$ cat config.mk
export PLATFORM = sky130hd
export DESIGN_NAME = uart_rsp_tx_flat
export DESIGN_NICKNAME = d
export VERILOG_FILES = /design/src/rtl/uart_pkt_pkg.sv /design/src/rtl/uart_rsp_tx_if.sv /design/src/rtl/uart_byte_tx.sv /design/src/rtl/uart_rsp_tx.sv /design/src/flat_wrapper.sv
export SDC_FILE = /design/constraint.sdc
export NUM_CORES = 1
export LEC_CHECK = 0
export ABC_AREA = 1
export CAP_MARGIN = 20
export CORE_ASPECT_RATIO = 0.6
export CORE_MARGIN = 5
export CORE_UTILIZATION = 54
export DETAILED_ROUTE_END_ITERATION = 16
export PLACE_DENSITY = 0.81
export SLEW_MARGIN = 20
export SYNTH_ARGS = -nofsm -noshare
export SYNTH_HDL_FRONTEND = slang
export SYNTH_SLANG_ARGS = --single-unit
export TNS_END_PERCENT = 30
$ cat constraint.sdc
create_clock -name sys_clk -period 9.9 [get_ports sys_clk]
set_input_delay 1.98 -clock sys_clk [delete_from_list [all_inputs] [get_ports sys_clk]]
set_output_delay 1.98 -clock sys_clk [all_outputs]
set_load 0.005 [all_outputs]
$ cat src/rtl/uart_pkt_pkg.sv
`default_nettype none
// ============================================================================
// Module   : uart_pkt_pkg
// Brief    : Packet constants, default payload sizes and the packet FSM state
//            type shared by the UART response transmitter and command parser.
// Revision : 1.0
// ============================================================================
package uart_pkt_pkg;

    localparam logic [7:0] CMD_WR   = 8'h01;
    localparam logic [7:0] CMD_RD   = 8'h02;
    localparam logic [7:0] PKT_TAIL = 8'hFF;

    localparam int DEF_ADDR_BYTES = 4;
    localparam int DEF_DATA_BYTES = 16;

    typedef enum logic [2:0] {
        ST_IDLE  = 3'd0,
        ST_LOAD  = 3'd1,
        ST_START = 3'd2,
        ST_DATA  = 3'd3,
        ST_STOP  = 3'd4,
        ST_NEXT  = 3'd5
    } pkt_state_e;

endpackage
`default_nettype wire

$ cat src/rtl/uart_rsp_tx_if.sv
`default_nettype none
// ============================================================================
// Module   : uart_rsp_tx_if
// Brief    : Valid/ready read-response channel feeding the UART transmitter.
// Revision : 1.0
// ============================================================================
interface uart_rsp_tx_if
    import uart_pkt_pkg::*;
#(
    parameter int ADDR_BYTES = DEF_ADDR_BYTES,
    parameter int DATA_BYTES = DEF_DATA_BYTES
);
    logic                      rsp_valid;
    logic                      rsp_ready;
    logic [8*ADDR_BYTES-1:0]   rsp_addr;
    logic [8*DATA_BYTES-1:0]   rsp_data;

    modport master (output rsp_valid, output rsp_addr, output rsp_data, input rsp_ready);
    modport slave  (input rsp_valid, input rsp_addr, input rsp_data, output rsp_ready);
endinterface
`default_nettype wire

$ cat src/rtl/uart_byte_tx.sv
`default_nettype none
// ============================================================================
// Module   : uart_byte_tx
// Brief    : 8N1 byte serialiser with baud/bit counters; a start on the done
//            cycle reloads immediately so frames can run back to back.
// Revision : 1.0
// ============================================================================
module uart_byte_tx #(
    parameter int BAUD_CNT_MAX = 868
) (
    input  logic       sys_clk,
    input  logic       sys_rst,
    input  logic       start_i,
    input  logic [7:0] data_i,
    output logic       tx_o,
    output logic       busy_o,
    output logic       done_o,
    output logic       bit_tick_o,
    output logic [3:0] bit_idx_o,
    output logic       stop_pre_o
);
    localparam int c_CNT_W = (BAUD_CNT_MAX > 2) ? $clog2(BAUD_CNT_MAX) : 1;

    logic [c_CNT_W-1:0] r_baud_q;
    logic [3:0]         r_bit_q;
    logic [8:0]         r_shift_q;
    logic               r_tx_q;
    logic               r_busy_q;

    logic w_bit_tick;
    logic w_done;

    assign w_bit_tick = r_busy_q && (r_baud_q == c_CNT_W'(BAUD_CNT_MAX - 1));
    assign w_done     = w_bit_tick && (r_bit_q == 4'd9);

    assign tx_o       = r_tx_q;
    assign busy_o     = r_busy_q;
    assign done_o     = w_done;
    assign bit_tick_o = w_bit_tick;
    assign bit_idx_o  = r_bit_q;
    // One cycle ahead of the stop-bit end, so the packet FSM can stage the next byte.
    assign stop_pre_o = r_busy_q && (r_bit_q == 4'd9) && (r_baud_q == c_CNT_W'(BAUD_CNT_MAX - 2));

    always_ff @(posedge sys_clk or posedge sys_rst) begin
        if (sys_rst) begin
            r_baud_q  <= '0;
            r_bit_q   <= '0;
            r_shift_q <= '0;
            r_tx_q    <= 1'b1;
            r_busy_q  <= 1'b0;
        end else if (start_i) begin
            r_baud_q  <= '0;
            r_bit_q   <= '0;
            r_shift_q <= {1'b1, data_i};
            r_tx_q    <= 1'b0;
            r_busy_q  <= 1'b1;
        end else if (r_busy_q) begin
            if (w_bit_tick) begin
                r_baud_q <= '0;
                if (w_done) begin
                    r_bit_q  <= '0;
                    r_tx_q   <= 1'b1;
                    r_busy_q <= 1'b0;
                end else begin
                    r_bit_q   <= r_bit_q + 4'd1;
                    r_tx_q    <= r_shift_q[0];
                    r_shift_q <= {1'b1, r_shift_q[8:1]};
                end
            end else begin
                r_baud_q <= r_baud_q + c_CNT_W'(1);
            end
        end
    end

endmodule
`default_nettype wire

$ cat src/rtl/uart_rsp_tx.sv
`default_nettype none
// ============================================================================
// Module   : uart_rsp_tx
// Brief    : Serialises a read response as 02 | addr | data | [chk] | FF over
//            8N1 UART. Optional XOR checksum byte: UART_RSP_CHKSUM_EN.
// Revision : 1.0
// ============================================================================
module uart_rsp_tx
    import uart_pkt_pkg::*;
#(
    parameter int BAUD_CNT_MAX_TX = 868,
    parameter int ADDR_BYTES      = DEF_ADDR_BYTES,
    parameter int DATA_BYTES      = DEF_DATA_BYTES
) (
    input  logic         sys_clk,
    input  logic         sys_rst,
    uart_rsp_tx_if.slave rsp,
    output logic         uart_tx,
    output logic         tx_busy,
    output logic         rsp_done
);
    localparam int c_PAYLOAD_END = ADDR_BYTES + DATA_BYTES;
`ifdef UART_RSP_CHKSUM_EN
    localparam int c_PKT_BYTES   = c_PAYLOAD_END + 3;
`else
    localparam int c_PKT_BYTES   = c_PAYLOAD_END + 2;
`endif
    localparam int c_IDX_W       = $clog2(c_PAYLOAD_END + 3 + 1);
    localparam int c_LAST        = c_PKT_BYTES - 1;

    pkt_state_e              r_state_q;
    logic [c_IDX_W-1:0]      r_idx_q;
    logic [7:0]              r_byte_q;
    logic                    r_start_q;
    logic                    r_ready_q;
    logic                    r_busy_q;
    logic                    r_done_q;
    logic [8*ADDR_BYTES-1:0] r_addr_q;
    logic [8*DATA_BYTES-1:0] r_data_q;
`ifdef UART_RSP_CHKSUM_EN
    logic [7:0]              r_chk_q;
`endif

    logic [c_IDX_W-1:0] w_idx_d;
    int                 w_idx_int;
    logic [7:0]         w_byte_d;
    logic               w_byte_busy;
    logic               w_byte_done;
    logic               w_bit_tick;
    logic [3:0]         w_bit_idx;
    logic               w_stop_pre;

    uart_byte_tx #(
        .BAUD_CNT_MAX (BAUD_CNT_MAX_TX)
    ) u_byte_tx (
        .sys_clk    (sys_clk),
        .sys_rst    (sys_rst),
        .start_i    (r_start_q),
        .data_i     (r_byte_q),
        .tx_o       (uart_tx),
        .busy_o     (w_byte_busy),
        .done_o     (w_byte_done),
        .bit_tick_o (w_bit_tick),
        .bit_idx_o  (w_bit_idx),
        .stop_pre_o (w_stop_pre)
    );

    assign rsp.rsp_ready = r_ready_q;
    assign tx_busy       = r_busy_q;
    assign rsp_done      = r_done_q;

    // Byte following the one on the line; the header is loaded directly on accept.
    always_comb begin
        w_idx_d   = r_idx_q + c_IDX_W'(1);
        w_idx_int = int'(w_idx_d);
        w_byte_d  = PKT_TAIL;
        if (w_idx_int >= 1 && w_idx_int <= ADDR_BYTES)
            w_byte_d = 8'(r_addr_q >> (8 * (ADDR_BYTES - w_idx_int)));
        else if (w_idx_int > ADDR_BYTES && w_idx_int <= c_PAYLOAD_END)
            w_byte_d = 8'(r_data_q >> (8 * (c_PAYLOAD_END - w_idx_int)));
`ifdef UART_RSP_CHKSUM_EN
        else if (w_idx_int == c_PAYLOAD_END + 1)
            w_byte_d = r_chk_q;
`endif
    end

    always_ff @(posedge sys_clk or posedge sys_rst) begin
        if (sys_rst) begin
            r_state_q <= ST_IDLE;
            r_idx_q   <= '0;
            r_byte_q  <= '0;
            r_start_q <= 1'b0;
            r_ready_q <= 1'b1;
            r_busy_q  <= 1'b0;
            r_done_q  <= 1'b0;
            r_addr_q  <= '0;
            r_data_q  <= '0;
`ifdef UART_RSP_CHKSUM_EN
            r_chk_q   <= '0;
`endif
        end else begin
            r_start_q <= 1'b0;
            r_done_q  <= 1'b0;
            case (r_state_q)
                ST_IDLE: begin
                    if (rsp.rsp_valid && r_ready_q) begin
                        r_state_q <= ST_LOAD;
                        r_ready_q <= 1'b0;
                        r_busy_q  <= 1'b1;
                        r_addr_q  <= rsp.rsp_addr;
                        r_data_q  <= rsp.rsp_data;
                        r_idx_q   <= '0;
                        r_byte_q  <= CMD_RD;
                        r_start_q <= 1'b1;
`ifdef UART_RSP_CHKSUM_EN
                        r_chk_q   <= CMD_RD;
`endif
                    end
                end
                ST_LOAD: r_state_q <= ST_START;
                ST_START: begin
                    if (w_byte_busy && w_bit_tick)
                        r_state_q <= ST_DATA;
                end
                ST_DATA: begin
                    if (w_bit_tick && w_bit_idx == 4'd8)
                        r_state_q <= ST_STOP;
                end
                ST_STOP: begin
                    if (w_stop_pre) begin
                        r_state_q <= ST_NEXT;
                        if (r_idx_q != c_IDX_W'(c_LAST)) begin
                            r_idx_q   <= w_idx_d;
                            r_byte_q  <= w_byte_d;
                            r_start_q <= 1'b1;
`ifdef UART_RSP_CHKSUM_EN
                            if (w_idx_int <= c_PAYLOAD_END)
                                r_chk_q <= r_chk_q ^ w_byte_d;
`endif
                        end
                    end
                end
                ST_NEXT: begin
                    // A pending start means another byte was staged in STOP.
                    if (w_byte_done) begin
                        if (r_start_q) begin
                            r_state_q <= ST_START;
                        end else begin
                            r_state_q <= ST_IDLE;
                            r_idx_q   <= '0;
                            r_ready_q <= 1'b1;
                            r_busy_q  <= 1'b0;
                            r_done_q  <= 1'b1;
                        end
                    end
                end
                default: begin
                    r_state_q <= ST_IDLE;
                    r_ready_q <= 1'b1;
                    r_busy_q  <= 1'b0;
                end
            endcase
        end
    end

endmodule
`default_nettype wire

$ cat src/flat_wrapper.sv
// flat-port wrapper written by rule: the top's interface ports become plain ports
module uart_rsp_tx_flat import uart_pkt_pkg::*;
#(
    parameter int BAUD_CNT_MAX_TX = 868,
    parameter int ADDR_BYTES      = DEF_ADDR_BYTES,
    parameter int DATA_BYTES      = DEF_DATA_BYTES
)
  (sys_clk, sys_rst, uart_tx, tx_busy, rsp_done, rsp_rsp_valid, rsp_rsp_addr, rsp_rsp_data, rsp_rsp_ready);
  uart_rsp_tx_if #(.ADDR_BYTES(ADDR_BYTES), .DATA_BYTES(DATA_BYTES)) rsp_i ();
  input  logic sys_clk;
  input  logic sys_rst;
  output logic uart_tx;
  output logic tx_busy;
  output logic rsp_done;
  input wire logic [$bits(rsp_i.rsp_valid)-1:0] rsp_rsp_valid;
  input wire logic [$bits(rsp_i.rsp_addr)-1:0] rsp_rsp_addr;
  input wire logic [$bits(rsp_i.rsp_data)-1:0] rsp_rsp_data;
  output wire logic [$bits(rsp_i.rsp_ready)-1:0] rsp_rsp_ready;
  assign rsp_i.rsp_valid = rsp_rsp_valid;
  assign rsp_i.rsp_addr = rsp_rsp_addr;
  assign rsp_i.rsp_data = rsp_rsp_data;
  assign rsp_rsp_ready = rsp_i.rsp_ready;
  uart_rsp_tx #(.BAUD_CNT_MAX_TX(BAUD_CNT_MAX_TX), .ADDR_BYTES(ADDR_BYTES), .DATA_BYTES(DATA_BYTES)) u_core (.sys_clk(sys_clk), .sys_rst(sys_rst), .rsp(rsp_i), .uart_tx(uart_tx), .tx_busy(tx_busy), .rsp_done(rsp_done));
endmodule
==> results.yml, run 1 <==
timing:
  rsz0062_at_grt: "no"
  hold_violations: 0
  final.min_clock_period_ps: 3760
  fin_setup_tns_ps: 0
  drv_slew: 0
  final.period_utilization_pct: 38.0
  clock.fmax_mhz: 266
  setup_viol: 0
  worst_clock_skew_ps: 14.1
  relSlewSlack_pct: 30.9
  tightest_slew_ps: 1040
worst_setup_path:
  crit_type: "reg -> reg"
  cp.arrival_ps: 4150
  start_kind: "register"
  cp-startpoint: "u_core.r_idx_q[0]"
  cp-endpoint: "u_core.r_byte_q[3]"
  reg2reg_depth: 14
  rrSetupSlack_ps: 6140
  cp_max_fo: 37
  reg2reg_to: "u_core.r_byte_q[3]"
  required_ps: 10280
  end_kind: "register"
  r2r-start: "u_core.r_idx_q[0]"
finish:
  syn_to_final_growth_pct: 23.7
  n_antenna_cell: 0
  final_cells: 1709
  num-nets-final: 1628
  fillers: 1519
  final_util_pct: 68.3
  finalInstanceArea_sq_um: 12400
  drive_above_1_share_pct: 4.22
clock_network:
  clock_insertion_delay_worst_skew_ps: 500
  cts_tree: "built"
  postCtsSetupBuffers: 0
  clock_path_buffers: 3
  htreeDepth: 1
  clock_sinks: 205
  path_clk_slew_ps: 60
  cts_resized: 0
  ctsHoldBuffers: 0
  cts_made_buffers: 20
  cts_root_buffer: "clkbuf_16"
yosys:
  synth_cells: 1326
  synthArstFlopShare_pct: 100
  synthesis.area_sq_um: 10000
  synth_area_leaders: "dfrtp_1 51%, nand2_1 22%, o21ai_0 7.0%"
  yosys_warnings: 0
  synth.top_cell.area_share_pct: 50.8
  yosysTopAreaCell: "dfrtp_1"
  synth_ff_type: "dfrtp_1"
  syn_avg_cell_area_sq_um: 7.54
  ys_ff_latch: 205
  synth_nets: 1497
  synth_edf_count: 0
  ys_seq_area_share_pct: 51.3
  ys_types: 35
pwr:
  leakagePower_uw: 0.00626
  ir_worst_vdd_uv: 97.5
  p_total_uw: 1660
  power_per_cell_area_nw_per_um2: 134
global_routing:
  grt_pass1_vias: 8945
  antenna_found_initial: 0
  grtUsageTotal_pct: 26.9
  gr-total-overflow: 0
  grt_max_degree: 238
  grt_pass1_wl_mm: 46.0
detailed_routing:
  wl_per_cell_microns: 16.8
  num_vias: 9206
  drt_iter0_drc: 974
  firstDrtPassIters: 5
  routed_wl_mm: 28.7
  remaining_drc_errors: 0
  vias_per_cell: 5.39
  route.antenna.remaining_nets: 0
floorplan:
  io_pins: 167
  start_util_pct: 55.2
  rows: 38
  die-area_sq_um: 21400
  die_w_microns: 186
  coreArea_sq_um: 18100
  die_h_microns: 115
placement:
  postPlaceCellArea_sq_um: 11700
  port_buffers: 166
  gp_congestion: 0.887
  dp_cells: 1675
  dpl.hpwl_mm: 19.7
status:
  run_status: "finished, final reports clean"
hold_path:
  hp-class: "reg -> reg"
  hp-start: "u_core.u_byte_tx.r_shift_q[8]"
run:
  maxCapViolations: 0
[state kept, by name, summed over array words and instances (netlist names), 3 cells and up]
signal,cells
u_core.u_byte_tx.r_baud_q,10
u_core.r_idx_q,5
u_core.u_byte_tx.bit_idx_o,4
u_core.r_data_q,128
u_core.u_byte_tx.r_shift_q,9
u_core.r_state_q,3
u_core.r_addr_q,32
u_core.r_byte_q,8
[placed cells by master (no fill, tap or decap), types with 2 or more instances in the layout]
cell	instances
nand2_1	587
dfrtp_1	202
clkdlybuf4s50_1	166
o21ai_0	140
inv_1	115
nand3_1	53
nor2_1	42
a21oi_1	29
clkbuf_16	21
o22ai_1	16
nand4_1	13
nor3_1	8
ha_1	8
inv_2	6
o21ai_1	6
mux2i_1	6
clkinv_2	5
buf_4	5
nor2_4	4
nand2_2	4
clkbuf_1	4
xor2_1	3
nand3_2	2
nor3_2	2
a31oi_1	2
a22oi_1	2
clkinvlp_4	2
dfstp_2	2
[where the power goes]
group / switching, uW / total, uW / internal [uW] / leakage (uW)
Clock: 319 / 740 / 421 / 0.000305
Combinational: 26.1 / 81.8 / 55.7 / 0.00356
Sequential: 0 / 838 / 838 / 0.00240
[stage by stage]
step	worst slack [ps]	hold WS, ps
floorplan	2330	422
global placement	5710	434
detailed placement	5720	442
CTS	6240	459
global route	5920	489
finish	6140	457
[cells by family (layout without fill, tap and decap cells)]
kind of cell | count (synthesis) | count (layout) | synth area share, %
and+or+nand+nor | 718 | 718 | 28.6
DFF | 205 | 205 | 51.3
AOI/OAI and AO/OA | 200 | 200 | 10.4
buffers and inverters | 185 | 328 | 7.62
adders and majority gates | 8 | 8 | 1.00
muxes | 6 | 6 | 0.600
xor gates and xnor gates | 4 | 4 | 0.425
[synthesized netlist by cell type (all sizes together) (2+ instances only)]
cell type    n
a21oi       30
nand2      591
inv        122
buf         47
a31oi        2
o22ai       16
nand4       13
nor3        10
dfrtp      203
mux2i        6
clkbuf      16
dfstp        2
o21ai      147
a22oi        2
nand3       55
ha           8
nor2        47
xor2         4
[cell type report]
cell class | count | area (sq um) | area share (%)
Multi-Input combinational cell | 936 | 4130 | 33.4
Inverter | 122 | 465 | 3.76
Clock buffer | 26 | 554 | 4.48
Timing Repair Buffer | 172 | 1720 | 13.9
Clock inverter | 8 | 70.1 | 0.567
Sequential cell | 205 | 5130 | 41.5
Tap cell | 240 | 300 | 2.43
[per-layer routing]
layer	up-vias	routed length (microns)	track usage [%]
met5	-	0	0
met4	0	570	5.73
met3	49	3040	6.93
met2	424	11500	37.5
met1	4316	13500	42.4
li1	4417	-	-
[worst min-delay path by stage]
stage / endpoint / slack (ps) / depth (start not counted)
after floorplan: u_core.u_byte_tx.r_shift_q[8] / 420 / 2
after global placement: u_core.u_byte_tx.r_shift_q[8] / 430 / 2
after detailed placement: u_core.u_byte_tx.r_shift_q[8] / 440 / 2
after CTS: u_core.u_byte_tx.r_shift_q[8] / 460 / 2
after global routing: u_core.r_data_q[105] / 490 / 2
final: u_core.u_byte_tx.r_shift_q[8] / 460 / 2
[worst max-delay path, cell delays in order (launching register included)]
cell and delay, ps:
dfrtp_2 400, inv_1 560, ha_1 380, inv_2 300, nand2_2 580, nand2_1 300, inv_1 300, nand2_1 210
nand4_1 130, nand2_1 140, nand2_1 70, nand3_1 70, nand2_1 60, nand2_1 80, nand2_1 50
Power figures use the tool's default switching activity.
==> inputs of run 2 (changes only) <==
- CORE_UTILIZATION: 54 -> 49
- PLACE_DENSITY: 0.81 -> 0.77
- clock period: 9.9 -> 3.4 ns (I/O delays scaled with it)
==> results.yml, run 2 (synthesized netlist as in run 1, its figures left out) <==
clock_network:
  clock_insertion_delay_worst_skew_ps: 490
  htreeDepth: 1
  clock_path_buffers: 3
  cts_tree: "built"
  path_clk_slew_ps: 70
  cts_resized: 0
  postCtsSetupBuffers: 0
  cts_root_buffer: "clkbuf_16"
  clock_sinks: 205
  ctsHoldBuffers: 0
  cts_made_buffers: 20
finish:
  final_cell_mix: "587 x nand2_1, 202 x dfrtp_1, 166 x clkdlybuf4s50_1"
  top_register: "u_core.r_data_q"
  n_antenna_cell: 0
  final_util_pct: 62.5
  largest_registers: "u_core.r_data_q (128), u_core.r_addr_q (32), u_core.u_byte_tx.r_baud_q (10)"
  fillers: 1767
  syn_to_final_growth_pct: 25.1
  layout_commonest_cell: "nand2_1"
  drive_above_1_share_pct: 4.67
  largest_reg_flops: 128
  num-nets-final: 1637
worst_setup_path:
  cpMostUsedCell: "nand2_1"
  cp.arrival_ps: 3070
  start_kind: "register"
  max_stage_delay_ps: 450
  crit_path_top_delay_cell: "ha_1"
  rrSetupSlack_ps: 710
  required_ps: 3790
  crit_type: "reg -> reg"
  crit_path_cell_trace: "inv_1 -> ha_1 -> inv_2 -> nand2_2 -> buf_4 -> o21ai_0 -> a21oi_1 -> nand2_1 -> nand2_1 -> nand2_1 -> nand3_1 -> nand2_1 -> nand2_1 -> nand2_1"
  r2r-start: "u_core.r_idx_q[1]"
  cp_max_fo: 26
  end_kind: "register"
  reg2reg_to: "u_core.r_byte_q[5]"
  reg2reg_depth: 14
pwr:
  leakagePower_uw: 0.00632
  power_per_cell_area_nw_per_um2: 391
  ir_worst_vdd_uv: 264
  p_total_uw: 4890
detailed_routing:
  remaining_drc_errors: 0
  drt_iter0_drc: 908
  vias_per_cell: 5.30
  routed_wl_mm: 29.3
  num_vias: 9277
  wl_per_cell_microns: 16.7
  firstDrtPassIters: 8
  route.antenna.remaining_nets: 0
timing:
  drv_slew: 0
  tightest_slew_ps: 969
  hold_ws_ps: 451
  fin_ws_ps: 711
  relSlewSlack_pct: 35.4
  hold_violations: 0
  clock.fmax_mhz: 372
  fin_setup_tns_ps: 0
  rsz0062_at_grt: "no"
  final.min_clock_period_ps: 2690
  worst_clock_skew_ps: 9.13
  final.period_utilization_pct: 79.1
  setup_viol: 0
placement:
  dpl.hpwl_mm: 21.0
  port_buffers: 166
  place_ws_ps: 813
  gp_congestion: 0.937
global_routing:
  antenna_found_initial: 0
  grtUsageTotal_pct: 24.7
  gr-total-overflow: 0
  grt_pass1_vias: 8838
  grt_pass1_wl_mm: 47.1
  grt_max_degree: 238
hold_path:
  hp-class: "reg -> reg"
  hp-start: "u_core.u_byte_tx.r_shift_q[8]"
  holdPathEnd: "u_core.u_byte_tx.r_shift_q[8]"
  holdPathStages: 2
run:
  maxCapViolations: 0
floorplan:
  io_pins: 167
  die_h_microns: 121
  start_util_pct: 50.0
  die-area_sq_um: 23500
  rows: 40
  coreArea_sq_um: 20000
  die_w_microns: 194
status:
  run_status: "finished, final reports clean"
[run 2: how the worst max path moves through the flow]
stage,start,to,slack [ps],cells past startpoint
floorplan,sys_rst,u_core.r_addr_q[0],60,1
global placement,rsp_rsp_valid,u_core.r_data_q[111],870,6
detailed placement,u_core.r_idx_q[1],u_core.r_byte_q[4],810,14
CTS,u_core.r_idx_q[1],u_core.r_byte_q[5],770,14
global route,u_core.r_idx_q[1],u_core.r_byte_q[5],480,14
finish,u_core.r_idx_q[1],u_core.r_byte_q[5],710,14
[run 2: critical path, delay by kind of cell (launching register included)]
kind                     cells  cell delay [ps]
AO/OA/AOI/OAI                2              270
adder cells (fa/ha/maj)      1              450
buffers and inverters        3              660
flip-flops                   1              430
AND/OR/NAND/NOR              8              750
[run 2: cell type report]
| cell class | count | area, sq um | share of cell area (%) |
|---|---|---|---|
| clock buffers | 30 | 589 | 4.71 |
| clock inverters | 4 | 45.0 | 0.360 |
| inverters | 122 | 462 | 3.69 |
| multi-input cells | 936 | 4120 | 32.9 |
| flip-flops and latches | 205 | 5130 | 41.0 |
| well taps | 273 | 342 | 2.73 |
| repair buffers | 181 | 1820 | 14.6 |
[run 2: stage by stage]
step                      area (sq um)  std cells
after detailed placement         11900       1717
after floorplan                  10000       1326
after global routing             12500       1751
after CTS                        12500       1751
final                            12500       1751
after global placement           11900       1717
[run 2: layer usage]
layer | wire length, microns | share of wire (%) | GRT usage (%)
met1 | 14300 | 49 | 39.6
met2 | 11300 | 39 | 33.3
met3 | 3170 | 11 | 6.82
met4 | 540 | 1.8 | 4.52
met5 | 0 | 0 | 0
[run 2: power by group]
group	leakage, uW	internal [uW]	total, uW	switching (uW)
registers	0.00240	2440	2440	0
clock network	0.000313	1270	2200	927
logic	0.00361	169	254	85.0
total	0.00632	3880	4890	1010
